## src/rtl/fetch_stage_pkg.sv

```systemverilog
// fetch_stage_pkg: shared state encoding and instruction constants for the fetch stage
package fetch_stage_pkg;

    typedef enum logic [1:0] {S_FETCH, S_WAIT, S_HOLD, S_HALTED} state_t;

    localparam logic [15:0] P_NOP_INSTR = 16'h0800;
    localparam logic [4:0]  P_HALT_OPC  = 5'b00000;

    function automatic logic is_halt(input logic [15:0] ins, input logic [4:0] opc);
        return ins[15:11] == opc;
    endfunction

endpackage

```

## src/rtl/pc_reg.sv

```systemverilog
// pc_reg: W-bit register with load enable and asynchronous active-low reset
//   i_clk   clock, rising edge
//   i_rst_n asynchronous reset, active low, loads RST_VAL
//   i_en    load enable
//   i_d     next value
//   o_q     registered value
module pc_reg #(
    parameter int           W       = 16,
    parameter logic [W-1:0] RST_VAL = '0
) (
    input  logic         i_clk,
    input  logic         i_rst_n,
    input  logic         i_en,
    input  logic [W-1:0] i_d,
    output logic [W-1:0] o_q
);

    always_ff @(posedge i_clk or negedge i_rst_n)
        if (!i_rst_n) o_q <= RST_VAL;
        else if (i_en) o_q <= i_d;

endmodule

```

## src/rtl/fetch_stage.sv

```systemverilog
// fetch_stage: PC owner and instruction-memory handshake feeding the IF/ID register
//   clk, rst             clock (rising) and asynchronous active-low reset
//   stall_in             IF/ID must hold this cycle
//   redirect/redirect_pc taken control transfer; flushes IF/ID with a NOP
//   imem_*               single-outstanding read handshake (done may be same-cycle)
//   instr/currPC/PC_2    IF/ID payload, loaded when id_en=1
//   halted               HALT delivered, fetch stopped until redirect or reset
module fetch_stage
    import fetch_stage_pkg::*;
#(
    parameter logic [15:0] RESET_PC  = 16'h0000,
    parameter logic [15:0] NOP_INSTR = P_NOP_INSTR,
    parameter logic [4:0]  HALT_OPC  = P_HALT_OPC
) (
    input  logic        clk,
    input  logic        rst,
    input  logic        stall_in,
    input  logic        redirect,
    input  logic [15:0] redirect_pc,
    output logic        imem_rd,
    output logic [15:0] imem_addr,
    input  logic [15:0] imem_rdata,
    input  logic        imem_done,
    output logic [15:0] instr,
    output logic [15:0] currPC,
    output logic [15:0] PC_2,
    output logic        id_en,
    output logic        halted
);

    state_t      r_state;
    logic        r_squash;
    logic [15:0] r_addr;
    logic [15:0] w_pc, w_pc_2, w_pc_d, w_hold, w_src;
    logic        w_busy, w_take, w_deliver, w_hold_en, w_pc_en;

    assign w_busy    = r_state == S_FETCH || r_state == S_WAIT;
    // a squashed access still completes on the bus but is never delivered
    assign w_take    = w_busy && imem_done && !r_squash;
    assign w_deliver = !redirect && !stall_in && (w_take || r_state == S_HOLD);
    assign w_hold_en = !redirect && stall_in && w_take;
    assign w_pc_en   = redirect || w_deliver;
    assign w_pc_2    = w_pc + 16'd2;
    assign w_pc_d    = redirect ? (redirect_pc & 16'hFFFE) : w_pc_2;
    assign w_src     = r_state == S_HOLD ? w_hold : imem_rdata;

    pc_reg #(.W(16), .RST_VAL(RESET_PC)) u_pc (
        .i_clk(clk), .i_rst_n(rst), .i_en(w_pc_en), .i_d(w_pc_d), .o_q(w_pc)
    );

    pc_reg #(.W(16), .RST_VAL(NOP_INSTR)) u_hold (
        .i_clk(clk), .i_rst_n(rst), .i_en(w_hold_en), .i_d(imem_rdata), .o_q(w_hold)
    );

    // outputs are gated by rst so reset values appear without waiting for a clock
    assign imem_rd   = rst && w_busy;
    // r_addr keeps the outstanding address stable even after a redirect moves pc
    assign imem_addr = r_state == S_WAIT ? r_addr : w_pc;
    assign id_en     = rst && w_pc_en;
    assign instr     = (rst && w_deliver) ? w_src : NOP_INSTR;
    assign currPC    = w_pc;
    assign PC_2      = w_pc_2;
    assign halted    = r_state == S_HALTED;

    always_ff @(posedge clk or negedge rst) begin
        if (!rst) begin
            r_state  <= S_FETCH;
            r_squash <= 1'b0;
            r_addr   <= RESET_PC;
        end else begin
            if (r_state == S_FETCH) r_addr <= w_pc;
            if (redirect) begin
                r_state  <= (w_busy && !imem_done) ? S_WAIT : S_FETCH;
                r_squash <= w_busy && !imem_done;
            end else if (w_busy && imem_done) begin
                r_squash <= 1'b0;
                r_state  <= r_squash ? S_FETCH :
                            stall_in ? S_HOLD :
                            is_halt(imem_rdata, HALT_OPC) ? S_HALTED : S_FETCH;
            end else if (w_busy) begin
                r_state <= S_WAIT;
            end else if (r_state == S_HOLD && !stall_in) begin
                r_state <= is_halt(w_hold, HALT_OPC) ? S_HALTED : S_FETCH;
            end
        end
    end

endmodule

```

## config.mk

```make
export PLATFORM = sky130hd
export DESIGN_NAME = fetch_stage
export DESIGN_NICKNAME = d
export VERILOG_FILES = /design/src/rtl/fetch_stage_pkg.sv /design/src/rtl/pc_reg.sv /design/src/rtl/fetch_stage.sv
export SDC_FILE = /design/constraint.sdc
export NUM_CORES = 1
export LEC_CHECK = 0
export ABC_CLOCK_PERIOD_IN_PS = 2050
export CAP_MARGIN = 10
export CELL_PAD_IN_SITES_DETAIL_PLACEMENT = 0
export CELL_PAD_IN_SITES_GLOBAL_PLACEMENT = 2
export CORE_MARGIN = 2
export CORE_UTILIZATION = 27
export DETAILED_ROUTE_END_ITERATION = 12
export PLACE_DENSITY = 0.77
export SLEW_MARGIN = 20
export SYNTH_ARGS = -nofsm -noshare
export SYNTH_HDL_FRONTEND = slang
export SYNTH_SLANG_ARGS = --single-unit
```

## constraint.sdc

```tcl
create_clock -name clk -period 2.05 [get_ports clk]
set_input_delay 0.205 -clock clk [delete_from_list [all_inputs] [get_ports clk]]
set_output_delay 0.205 -clock clk [all_outputs]
set_load 0.005 [all_outputs]
```

# Yosys cells after proc, flatten, opt, wreduce, memory -nomap -nowiden
# Index checks and enable logic that the tools add are counted.
# W data, S select, Z words.
[classes]
n_addsub = 1
eq_ne = 3
muxes = 15
n_reduce_logical = 23
[op_table]
columns = ["op", "n"]
rows = [
  ["$mux W16", 4],
  ["$add A16 B2 Y16 const B", 1],
  ["$mux W2", 8],
  ["$logic_and A1 B1 Y1", 11],
  ["$logic_not A5 Y1", 2],
  ["$eq A2 B2 Y1 const B", 2],
  ["$logic_not A1 Y1", 4],
  ["$reduce_bool A4 Y1", 1],
  ["$logic_or A1 B1 Y1", 3],
  ["$mux W1", 3],
  ["$eq A2 B1 Y1 const B", 1],
  ["$logic_not A2 Y1", 1],
  ["$reduce_bool A2 Y1", 1],
]
[totals]
register_bits = 51
wordCells = 47
out_inout_bits = 67

# Depth between registers and ports, before layout
# Gate-level depths: netlist of the first run.
[depth]
depth_word = 8
mapped_depth = 6
depth_no_buf = 5

# Hierarchy
# Synthesis of the first run repeated with hierarchy kept, for this count alone.
[hier_totals]
cells_unflattened = 272
area_unflattened_um2 = 3051.7
[modules_own_cells]
columns = ["module", "instances", "area_per_inst_um2", "cells_per_inst", "seq_area_each_um2"]
rows = [
  ["fetch_stage", 1, 1751.7, 204, 475.5],
  ["pc_reg (u_hold)", 1, 650.6, 34, 401.6],
  ["pc_reg (u_pc)", 1, 649.4, 34, 400.4],
]

# Least setup slack after synthesis of the first run
# No wires, ideal clock.
[synth_timing]
path_type = "reg2reg"
start = "register u_pc.o_q[1]"
end = "register u_pc.o_q[7]"
period_less_slack_ns = 1.660
arrival_ns = 1.591
required_ns = 1.981
path_stages_with_launch = 6
path_slack_ns = 0.390
n_path_buf = 0
setup_ns = 0.069
cell_sequence = "dfrtp_1 > ha_1 > nand3_4 > or2_1 > or4_1 > nand3_1"
[synth_via]
elab_chain_len = 2
[synth_rtl]
columns = ["element", "line_no", "text"]
rows = [
  ["start: declaration", "pc_reg.sv:15", "output logic [W-1:0] o_q"],
  ["start signal: assignment", "pc_reg.sv:20", "else if (i_en) o_q <= i_d;"],
  ["$add A16 B2 Y16", "fetch_stage.sv:43", "assign w_pc_2 = w_pc + 16'd2;"],
  ["$mux W16", "fetch_stage.sv:44", "assign w_pc_d = redirect ? (redirect_pc & 16'hFFFE) : w_pc_2;"],
]
# No other way between the ends.
# A chain may end at the register's enable or synchronous reset.

# Worst setup path in the final report of the first run
[layout_timing]
start = "register r_state[1]"
end = "output instr[11]"
[layout_via]
elab_chain_len = 8
elab_cells_between_ends = 11
cone_classes = "eq/ne: 2; mux: 2; reduce/logical: 7"
[layout_rtl]
columns = ["element", "line_no", "text"]
rows = [
  ["start: declaration", "fetch_stage.sv:31", "state_t r_state;"],
  ["start signal: assignment", "fetch_stage.sv:73", "r_state <= (w_busy && !imem_done) ? S_WAIT : S_FETCH;"],
  ["start signal: assignment", "fetch_stage.sv:77", "r_state <= r_squash ? S_FETCH :"],
  ["start signal: assignment", "fetch_stage.sv:83", "r_state <= is_halt(w_hold, HALT_OPC) ? S_HALTED : S_FETCH;"],
  ["$eq A2 B1 Y1 / $logic_not A2 Y1 (equally long branches)", "fetch_stage.sv:37", "assign w_busy = r_state == S_FETCH || r_state == S_WAIT;"],
  ["$logic_or A1 B1 Y1", "fetch_stage.sv:37", ""],
  ["$logic_and A1 B1 Y1 (2 in a row)", "fetch_stage.sv:39", "assign w_take = w_busy && imem_done && !r_squash;"],
  ["$logic_or A1 B1 Y1", "fetch_stage.sv:40", "assign w_deliver = !redirect && !stall_in && (w_take || r_state == S_HOLD);"],
  ["$logic_and A1 B1 Y1", "fetch_stage.sv:40", ""],
  ["$logic_and A1 B1 Y1", "fetch_stage.sv:60", "assign instr = (rst && w_deliver) ? w_src : NOP_INSTR;"],
  ["$mux W16 (*)", "fetch_stage.sv:60", ""],
  ["end: declaration", "fetch_stage.sv:24", "output logic [15:0] instr,"],
]
# Every way passes the cells marked *; elsewhere a longest branch is shown, timed or not.

==> results.py, run 1 <==
metrics = {
    "run_status": {
        "status": "finished clean",
    },
    "setup_path": {
        "required_ns": 1.85,
        "critPathKind": "flip-flop to output port",
        "cp.arrival_ns": 1.84,
        "rrSetupSlack_ns": 0.20,
        "crit_path_end_kind": "output port",
        "reg2reg_from": "r_state[1]$_DFFE_PN0P_",
        "worstReg2RegEnd": "u_pc.o_q[6]$_DFFE_PN0P_",
        "startpoint": "r_state[1]$_DFFE_PN0P_",
        "rr_worst_depth": 7,
        "setup.worst_path.start_class": "flip-flop",
        "cp_max_fo": 5,
    },
    "floorplan": {
        "core_um2": 10700,
        "die_area_um2": 11800,
        "die_x_um": 108,
        "rows": 38,
        "start_util_pct": 27.4,
        "io_pins": 104,
        "die_y_um": 108,
    },
    "min_path": {
        "hold_path.class": "input port to flip-flop",
        "whs_endpoint": "r_state[1]$_DFFE_PN0P_",
        "min_path_cells": 3,
        "hold_path.startpoint": "imem_done",
    },
    "timing": {
        "setup_violations": 0,
        "fin_crit_ns": 2.05,
        "period_share_pct": 99.8,
        "holdWs_ns": 0.412,
        "fmax_ghz": 0.489,
        "timing.final.max_slew_violations": 0,
        "setup_tns_ns": 0,
        "rsz0062_at_grt": "true",
        "finalHoldViolations": 0,
        "fin_skew_ns": 0.00688,
    },
    "route": {
        "wl_mm": 9.03,
        "drt_first_pass_iters": 4,
        "postRouteAntennaNets": 0,
        "vias": 2674,
        "routedWlPerCell_um": 16.1,
        "drc": 0,
        "drt_iter0_markers": 67,
        "via_per_inst": 4.76,
    },
    "global_route": {
        "grt_pass1_wl_mm": 14.5,
        "grt_max_degree": 25,
        "first_global_vias": 2797,
        "overflow": 0,
        "antenna_found_initial": 0,
        "grt_util_all_layers_pct": 15.9,
    },
    "synthesis": {
        "postSynthCellCount": 288,
        "synth_top_area_cell": "dfrtp_1",
        "async_reset_ff_share_pct": 100,
        "seq_area_frac_synth_pct": 41.7,
        "synth-edff-count": 0,
        "synth_warnings": 0,
        "synth_top_cells_by_area": "dfrtp_1 (41%), mux2_2 (13%), nand2_1 (6.1%)",
        "netlist_top_cells_count": "dfrtp_1 (48), nand2_1 (48), mux2_2 (34)",
        "syn-cell-area_um2": 2940,
        "yosys.area.top_type_share_pct": 40.8,
        "synth_cell_types": 53,
        "syn_avg_cell_area_um2": 10.2,
        "synth-main-ff-cell": "dfrtp_1",
        "ys_seq_elements": 49,
    },
    "cts": {
        "cts_tree": "done",
        "cts_root_buf": "clkbuf_8",
        "clk_pin_slew_worst_paths_ns": 0.09,
        "clock_sinks": 49,
        "clockBufferDepth": 2,
        "clock_latency_ns": 0.30,
        "ctsHtreeMaxLevel": 2,
        "cts_buffers": 5,
    },
    "place": {
        "dp_cells": 543,
        "io_buffers": 99,
        "place_congestion": 0.791,
        "dp_hpwl_mm": 6.43,
        "postPlaceCellArea_um2": 4280,
    },
    "power": {
        "max-vdd-ir-drop_mv": 0.293,
        "leakagePower_nw": 1.98,
        "pwr_density_cell_nw_per_um2": 677,
    },
    "finish": {
        "design_area_um2": 4520,
        "fin_cells": 562,
        "syn_to_final_growth_pct": 53.6,
        "drive_gt1_share_pct": 35.5,
        "num_antenna_cells": 0,
        "fin_nets": 459,
    },
    "flow_run": {
        "maxCapViolations": 0,
    },
}
-- sequential cells by signal, summed over array words and instances, names as in the netlist --
signal and count:
u_hold.o_q 16, r_squash 1, r_state 2, r_addr 15, u_pc.o_q 15
-- through the flow --
stage	setup slack [ns]	util (%)	power, mW
after floorplan	0.390	-	1.78
after CTS	-0.0725	42.1	3.12
final	0.00482	42.1	3.06
after global routing	-0.0712	42.1	3.26
after global placement	-0.333	39.8	2.32
after detailed placement	-0.362	39.8	2.34
-- cell type report --
| class | count | area [um^2] |
|---|---|---|
| fillers | 1116 | 6220 |
| multi-input cells | 209 | 1660 |
| repair buffers | 147 | 1300 |
| flip-flops and latches | 49 | 1230 |
| well taps | 140 | 175 |
| clock buffers | 7 | 86.3 |
| inverters | 9 | 33.8 |
| clock inverters | 1 | 30.0 |
-- power by group --
| group | internal, mW | leakage (nW) | switching (mW) |
|---|---|---|---|
| Combinational | 0.614 | 1.34 | 0.415 |
| Clock | 0.398 | 0.0585 | 0.331 |
| Sequential | 1.17 | 0.586 | 0.137 |
-- worst max-delay path by stage --
stage                                    to  slack, ns  depth (start not counted)
floorplan           u_pc.o_q[7]$_DFFE_PN0P_       0.39                          5
global placement                  instr[15]      -0.33                          7
detailed placement                 instr[3]      -0.36                          7
CTS                                instr[1]      -0.07                          6
global route                      instr[11]      -0.07                          5
finish                            instr[11]      0.005                          5
-- cells by family after synthesis --
family                     share of synthesized area [%]
xor gates and xnor gates                            4.16
other                                              0.127
adders and majority gates                          0.425
muxes                                               16.8
and+or+nand+nor                                     16.3
DFF                                                 41.7
AOI/OAI and AO/OA                                   14.6
buffers and inverters                               5.86
-- cell usage in the layout, fill, tap and decap left out, drive strengths merged, types with 2 or more instances in the layout --
cell type / synthesis / layout
a31oi: 2 / 2
dfrtp: 48 / 48
o311ai: 7 / 7
clkdlybuf4s50: 0 / 53
nand2: 49 / 49
a21oi: 18 / 18
o211ai: 9 / 9
o21ai: 6 / 6
nor2b: 3 / 3
o22ai: 2 / 2
nand3: 8 / 8
clkdlybuf4s15: 0 / 3
nand4: 4 / 4
and3: 3 / 3
and2: 5 / 5
inv: 9 / 9
xor2: 3 / 3
a21boi: 2 / 2
nor2: 4 / 4
conb: 1 / 3
xnor2: 11 / 11
and4: 4 / 4
mux2: 44 / 44
clkbuf: 5 / 12
dlygate4sd2: 0 / 20
dlygate4sd3: 0 / 2
nor3: 2 / 2
or4: 2 / 2
a221o: 3 / 3
dlymetal6s2s: 0 / 2
buf: 18 / 62
-- critical path, stage by stage (launching register included) --
cell,delay [ns]
dfrtp_1,0.41
or3b_4,0.42
a21boi_4,0.15
buf_4,0.16
nand4_1,0.10
dlygate4sd2_1,0.30
-- timing repair --
| item | in CTS | in global routing |
|---|---|---|
| pin swaps | 9 | 5 |
| endpoints found under the setup margin | 43 | 37 |
| hold buffers | 2 | 0 |
| hold endpoints to repair | 45 | 0 |
| cloned | 1 | 0 |
| buffers inserted | 9 | 0 |
| resized for setup | 117 | 24 |
-- per-layer routing --
layer  share of wire [%]  vias up  track usage [%]
met5                   0        -                0
met2                  47       89             26.5
met1                  46     1290             21.2
met3                 5.8        8             3.19
li1                    -     1287                -
met4                0.91        0             3.66
No activity file was read; power rests on OpenSTA's default activity.
==> run 2, diff against run 1 <==
- CORE_MARGIN: 2 -> not set
- GPL_TIMING_DRIVEN: not set -> 1
==> run 2 against run 1 <==
Against the previous run: sequential share of layout area fell by 1.5 points; critical path type unchanged; critical path depth rose by 3; the flow now finishes with violations (negative setup slack); final cell count rose by 2.3%; largest cell class unchanged; clock skew rose by 0.010 ns; largest power group unchanged; clock-buffer cell count down 1.
==> results.py, run 2 (same netlist as run 1, synthesis figures left out) <==
metrics = {
    "route": {
        "vias": 2769,
        "wl_mm": 9.06,
        "postRouteAntennaNets": 0,
        "drc": 0,
        "routedWlPerCell_um": 15.8,
        "via_per_inst": 4.82,
        "drt_first_pass_iters": 4,
        "drt_iter0_markers": 76,
    },
    "cts": {
        "clockBufferDepth": 2,
        "clock_latency_ns": 0.31,
        "clock_sinks": 49,
        "ctsHtreeMaxLevel": 2,
        "clk_pin_slew_worst_paths_ns": 0.09,
        "cts_buffers": 5,
        "cts_root_buf": "clkbuf_8",
        "cts_tree": "done",
    },
    "global_route": {
        "overflow": 0,
        "grt_pass1_wl_mm": 14.7,
        "antenna_found_initial": 0,
        "grt_max_degree": 24,
        "first_global_vias": 2852,
        "grt_util_all_layers_pct": 16.5,
    },
    "timing": {
        "timing.final.max_slew_violations": 0,
        "setup_violations": 12,
        "fin_crit_ns": 2.25,
        "fmax_ghz": 0.444,
        "holdWs_ns": 0.0186,
        "setup_slack_ns": -0.200,
        "finalHoldViolations": 0,
        "fin_skew_ns": 0.0170,
        "period_share_pct": 110,
        "rsz0062_at_grt": "true",
    },
    "finish": {
        "top_register": "u_hold.o_q",
        "num_antenna_cells": 0,
        "top_regs": "u_hold.o_q (16), r_addr (15), u_pc.o_q (15)",
        "drive_gt1_share_pct": 37.8,
        "design_area_um2": 4770,
        "largest_reg_flops": 16,
        "fin_cells": 575,
        "fin_nets": 476,
        "final_cell_mix": "clkdlybuf4s50_1 (53), nand2_1 (48), dfrtp_1 (47), buf_4 (45), mux2_2 (33)",
        "nFillCells": 1034,
        "syn_to_final_growth_pct": 61.9,
        "final_common_cell": "clkdlybuf4s50_1",
    },
    "setup_path": {
        "required_ns": 1.85,
        "cp_max_fo": 5,
        "crit_path_end_kind": "output port",
        "setup.worst_path.start_class": "flip-flop",
        "critPathKind": "flip-flop to output port",
        "cp.arrival_ns": 2.05,
    },
    "place": {
        "dp_cells": 542,
        "place_congestion": 0.770,
        "io_buffers": 99,
        "dp_hpwl_mm": 6.35,
        "postPlaceCellArea_um2": 4310,
    },
    "power": {
        "pwr_density_cell_nw_per_um2": 650,
        "max-vdd-ir-drop_mv": 0.293,
        "leakagePower_nw": 2.13,
    },
    "floorplan": {
        "core_um2": 10500,
        "rows": 37,
        "die_area_um2": 11300,
        "io_pins": 104,
        "start_util_pct": 28.1,
        "die_y_um": 106,
        "die_x_um": 106,
    },
    "run_status": {
        "status": "complete, but fails checks",
        "failed_checks": "negative setup slack",
    },
    "min_path": {
        "hold_path.class": "input port to asynchronous set/reset pin",
    },
    "flow_run": {
        "maxCapViolations": 0,
    },
}
-- run 2: cell types whose count changed in the layout (fill, tap and decap cells not counted), moves of 2 or more --
cell / delta
dfrtp_1: +3
buf_16: +2
dlymetal6s2s_1: +4
buf_2: +2
clkdlybuf4s15_1: +10
dlygate4sd2_1: -11
clkbuf_2: -4
buf_4: +9
dfrtp_2: -3
buf_6: +6
-- run 2: repair_timing --
item / CTS / global route
hold buffers: 1 / 0
resized for setup: 139 / 23
pin swaps: 11 / 8
endpoints found under the hold margin: 4 / 0
gates cloned: 2 / 0
setup buffers: 22 / 3
endpoints found under the setup margin: 42 / 38
-- run 2: final cells by class --
cell class / count / area (um^2) / share of cell area [%]
Clock inverter: 2 / 38.8 / 0.814
Sequential cell: 49 / 1230 / 25.8
Multi-Input combinational cell: 209 / 1690 / 35.5
Clock buffer: 6 / 72.6 / 1.52
Inverter: 9 / 33.8 / 0.709
Timing Repair Buffer: 164 / 1530 / 32.1
Tap cell: 136 / 170 / 3.57
-- run 2: power breakdown --
group	internal, mW	leakage, nW	switching, mW
clock network	0.367	0.0554	0.344
registers	1.17	0.589	0.130
logic	0.658	1.49	0.433
total	2.19	2.13	0.907
-- run 2: critical path: stages, from the launching register on --
cell and delay (ns):
dfrtp_1 0.43, or3b_4 0.43, a21boi_4 0.21, nand2_4 0.11, buf_16 0.16, buf_6 0.11
buf_6 0.10, a21oi_2 0.08, buf_2 0.11
-- run 2: final timing paths --
path	from	end	slack [ns]	depth (start not counted)
setup / recovery	r_state[1]$_DFFE_PN0P_	instr[10]	-0.20	8
hold / removal	rst	u_hold.o_q[11]$_DFFE_PN1P_	0.02	1
setup reg to reg	r_state[1]$_DFFE_PN0P_	u_pc.o_q[9]$_DFFE_PN0P_	0.16	9
hold reg to reg	u_hold.o_q[6]$_DFFE_PN0P_	u_hold.o_q[6]$_DFFE_PN0P_	0.51	1
max in group asynchronous	rst	u_hold.o_q[14]$_DFFE_PN0P_	1.30	2
min in group clk	redirect_pc[2]	u_pc.o_q[2]$_DFFE_PN0P_	0.44	3
-- run 2: routing by layer --
metal	GRT usage, %	up-vias	share of wire [%]
met5	0	-	0
met4	2.94	0	0.60
met3	3.43	8	5.8
met2	28.7	94	47
met1	21.3	1345	46
li1	-	1322	-
-- run 2: per-stage QoR --
step	setup TNS [ns]	setup WS [ns]	utilization (%)	power (mW)
after detailed placement	-5.43	-0.368	41.2	2.35
after CTS	-2.99	-0.228	45.3	3.13
final	-1.47	-0.200	45.6	3.10
after global placement	-5.09	-0.344	41.2	2.33
after floorplan	0	0.390	-	1.78
after global routing	-2.74	-0.281	45.6	3.27
==> run 3, diff against run 2 <==
- CTS_CLUSTER_DIAMETER: not set -> 50
==> results of run 3 <==
No change in the layout: final DEF, timing and power equal those of run 2.
